--- config.mk ---
export PLATFORM = sky130hd
export DESIGN_NAME = clk_divider
export DESIGN_NICKNAME = d
export VERILOG_FILES = /design/src/rtl/clk_divider.sv
export SDC_FILE = /design/constraint.sdc
export NUM_CORES = 1
export LEC_CHECK = 0
export CORE_MARGIN = 2
export CORE_UTILIZATION = 55
export CTS_BUF_LIST = sky130_fd_sc_hd__clkbuf_8
export DETAILED_ROUTE_END_ITERATION = 12
export PLACE_DENSITY_LB_ADDON = 0.2
export SETUP_SLACK_MARGIN = 0.2
export SYNTH_ARGS = -nofsm -noshare
export SYNTH_HDL_FRONTEND = slang
export SYNTH_SLANG_ARGS = --single-unit
--- constraint.sdc ---
create_clock -name CLK -period 4.72 [get_ports CLK]
set_clock_uncertainty 0.2 [all_clocks]
set_input_delay 0.944 -clock CLK [delete_from_list [all_inputs] [get_ports CLK]]
set_output_delay 0.944 -clock CLK [all_outputs]
set_load 0.01 [all_outputs]
--- src/rtl/clk_divider.sv ---
// clk_divider: integer divider of CLK (ratio 2..2^RATIO_WIDTH-1); odd ratios only with CLK_DIV_ODD_EN defined.
// div_clk/div_tick rise on the first enabled edge; free-running, no backpressure; bypass forwards CLK.
module clk_divider #(
   parameter int RATIO_WIDTH = 8
) (
   input  logic                   CLK,
   input  logic                   RST,
   input  logic                   clk_div_en,
   input  logic [RATIO_WIDTH-1:0] div_ratio,
   output logic                   div_clk,
   output logic                   div_tick
);

   localparam logic [RATIO_WIDTH-1:0] ONE = RATIO_WIDTH'(1);
   localparam logic [RATIO_WIDTH-1:0] TWO = RATIO_WIDTH'(2);

   logic [RATIO_WIDTH-1:0] cnt;
   logic [RATIO_WIDTH-1:0] ratio_q;
   logic [RATIO_WIDTH-1:0] ratio_raw;
   logic [RATIO_WIDTH-1:0] neff;
   logic [RATIO_WIDTH-1:0] half;
   logic                   div_clk_q;
   logic                   div_tick_q;
   logic                   bypass_q;
   logic                   bypass_n;

   // A new ratio is only honoured at a period boundary, so no runt pulses appear.
   always_comb begin
      ratio_raw = (cnt == '0) ? div_ratio : ratio_q;
`ifdef CLK_DIV_ODD_EN
      neff      = ratio_raw;
`else
      neff      = ratio_raw & ~ONE;
`endif
      half      = neff >> 1;
      bypass_n  = !clk_div_en || (neff < TWO);
   end

   always_ff @(posedge CLK) begin
      if (RST) begin
         cnt        <= '0;
         ratio_q    <= '0;
         div_clk_q  <= 1'b0;
         div_tick_q <= 1'b0;
         bypass_q   <= 1'b1;
      end else begin
         if (cnt == '0)
            ratio_q <= div_ratio;
         if (bypass_n) begin
            cnt        <= '0;
            div_clk_q  <= 1'b0;
            div_tick_q <= 1'b0;
            bypass_q   <= 1'b1;
         end else begin
            bypass_q   <= 1'b0;
            div_clk_q  <= (cnt < half);
            div_tick_q <= (cnt == '0);
            cnt        <= (cnt == neff - ONE) ? '0 : cnt + ONE;
         end
      end
   end

   assign div_clk  = bypass_q ? CLK : div_clk_q;
   assign div_tick = div_tick_q;

endmodule
==> metrics.md <==
| Metric | Value |
|---|---|
| RSZ-0062 raised after global routing | `false` |
| Nets | `177` |
| Count of state elements after synthesis | `18` |
| Vias in the first global route | `1146` |
| Die area | `0.00273 sq mm` |
| Reg clk slew, reported paths | `0.07 ns` |
| Syn Inst Count | `146` |
| Fin. Hold Viols | `0` |
| Drt pass-1 iters | `4` |
| Commonest non-fill, non-tap cells in the layout | `18 x dfxtp_1, 13 x nor2_1, 11 x nor3_1, 11 x clkdlybuf4s50_1` |
| Dpl hpwl | `2290 um` |
| Via count | `1175` |
| Power Density | `309 mW/mm^2` |
| DP Cell Count | `179` |
| Initial antenna violation count | `0` |
| Rel. slew slack | `0.362` |
| Tot GR Track Use | `0.279` |
| Critical Path Fanout Max | `2` |
| Post CTS Setup Buffer Count | `0` |
| Crit path required time | `3.58 ns` |
| Most common cell after layout, fill and taps aside | `dfxtp_1` |
| Psw | `128 uW` |
| Core area | `0.00221 sq mm` |
| Clock power frac | `0.431` |
| Mapped Area | `0.00128 sq mm` |
| Pint | `330 uW` |
| I/O pins | `13` |
| Final setup vio count | `0` |
| TritonCTS clock tree | `built` |
| Syn_nets | `164` |
| Arrival time worst endpoint | `3.31 ns` |
| Area grow syn2layout | `15.5%` |
| Row count | `17` |
| Clock latency at the later pin of the worst-skew pair | `0.36 ns` |
| Sw frac | `0.279` |
| Worst hold path class | `reg -> reg` |
| Pin count of the biggest net entering global routing | `11` |
| Post-CTS Hold Fix Bufs | `0` |
| GP Congestion | `0.932` |
| Startpoint Class | `clock port` |
| Slew Limit Fails | `0` |
| Non-Filler Instances | `185` |
| Starting Density | `0.579` |
| Leak pwr | `0.578 nW` |
| DR DRC count | `0` |
| Max Cap Viol | `0` |
| Diode count | `0` |
| Wire length of the first global-routing pass | `5380 um` |
| PostCTS Resize Cnt | `0` |
| Die Y | `52.2 um` |
| Crit end category | `primary output` |
| Post-synthesis sequential area ratio | `0.282` |
| Syn Area/Cell | `8.77 sq um` |
| Post-Route WL | `3100 um` |
| Yosys warns | `0` |
| DR WL/cell | `16.8 um` |
| DRT antenna net count | `0` |
| Worst Tran Pin Value | `0.949 ns` |
| Distinct cell type count after synthesis | `48` |
| DRT iter0 DRCs | `37` |
| Status | `finished, final reports clean` |
| Overflow after GRT | `0` |
| DIE WIDTH | `52.2 um` |
| Logic gate share of total power | `0.201` |
| Buffers on Ports | `11` |
| Vias/cell | `6.35` |
| Worst vdd ir | `0.000289 V` |
| Crit Path Class | `clk -> out` |
| Setup TNS | `0 ns` |
| Layout cells sized above 1 | `0.121` |
| Sequential Power Share | `0.367` |
[synth_stat cells (all sizes together)]
library cell | count | share of area
a21oi | 4 | 0.016
nor4 | 2 | 0.020
nor3 | 11 | 0.043
a211oi | 3 | 0.018
o221ai | 1 | 0.0068
a2111oi | 2 | 0.033
nand4b | 2 | 0.014
xnor2 | 7 | 0.048
xor2 | 4 | 0.027
o311a | 1 | 0.0078
or3 | 3 | 0.015
clkbuf | 3 | 0.0088
o211ai | 2 | 0.012
or2 | 1 | 0.0049
nand2 | 6 | 0.018
nor2b | 1 | 0.0049
ha | 7 | 0.068
or2b | 1 | 0.0059
or4 | 3 | 0.021
mux2 | 1 | 0.0088
a32oi | 2 | 0.014
nand3b | 1 | 0.0059
and2b | 1 | 0.0068
o21a | 1 | 0.0059
nor2 | 14 | 0.054
inv | 6 | 0.018
a31oi | 1 | 0.0049
o21ai | 4 | 0.016
and2 | 1 | 0.0049
or3b | 1 | 0.0088
dfxtp | 18 | 0.28
a221oi | 2 | 0.014
mux2i | 7 | 0.055
and3 | 3 | 0.015
a21o | 2 | 0.013
buf | 4 | 0.020
o21bai | 1 | 0.0059
o31ai | 1 | 0.0059
a211o | 2 | 0.014
nor3b | 3 | 0.018
nand3 | 6 | 0.023
[critical path, stage by stage]
cell and delay (ns):
clkbuf_8 0.11, clkbuf_8 0.12, mux2_2 0.25, clkdlybuf4s50_1 0.47
[through the flow]
stage,instance area [sq um],util,power (mW),hold WS [ns],worst slack (ns)
4_1_cts,1480,0.669,0.460,0.323,0.257
2_1_floorplan,1280,-,0.244,0.249,0.941
3_3_place_gp,1400,0.631,0.283,0.281,0.510
6_report,1480,0.669,0.458,0.320,0.269
5_1_grt,1480,0.669,0.481,0.350,0.245
3_5_place_dp,1400,0.631,0.286,0.301,0.510
[power by group through the flow]
stage	Clock, mW	Sequential (mW)	Combinational (mW)
2_1_floorplan	0.0111	0.169	0.0645
3_3_place_gp	0.0240	0.171	0.0878
3_5_place_dp	0.0240	0.171	0.0906
4_1_cts	0.200	0.168	0.0916
5_1_grt	0.209	0.169	0.103
6_report	0.197	0.168	0.0921
[metal layers]
metal / global-route usage / share of wire / vias to the layer above
met4: 0.124 / 0.020 / 0
met1: 0.358 / 0.45 / 555
met2: 0.439 / 0.48 / 45
li1: - / - / 567
met5: 0 / 0 / -
met3: 0.0714 / 0.055 / 8
[flip-flops by register name, summed over array words and instances, names as in the netlist]
signal,count
bypass_q,1
ratio_q,7
div_clk_q,1
cnt,8
div_tick,1
[final timing paths]
check                    start           endpoint  slack [ns]  depth (start not counted)
max                        CLK            div_clk        0.27                          4
min          cnt[0]$_SDFF_PP0_  cnt[0]$_SDFF_PP0_        0.32                          1
max reg2reg  cnt[4]$_SDFF_PP0_  cnt[1]$_SDFF_PP0_        0.97                         10
min reg2reg  cnt[0]$_SDFF_PP0_  cnt[0]$_SDFF_PP0_        0.32                          1
[cell type report]
cell class,instances,area (sq um)
multi-input combinational,115,861
fill,208,733
sequential,18,360
timing repair buffer,11,108
clock buffer,7,92.6
tap,28,35.0
inverter,6,22.5
[logic make-up after synthesis]
logic type,Yosys count,share of synthesized area
flops,18,0.282
buf+inv,13,0.0459
simple gates,60,0.281
xor+xnor,11,0.0753
compound gates,29,0.185
mux,8,0.0635
fa+ha+maj,7,0.0684
No activity file was read; power rests on OpenSTA's default activity.
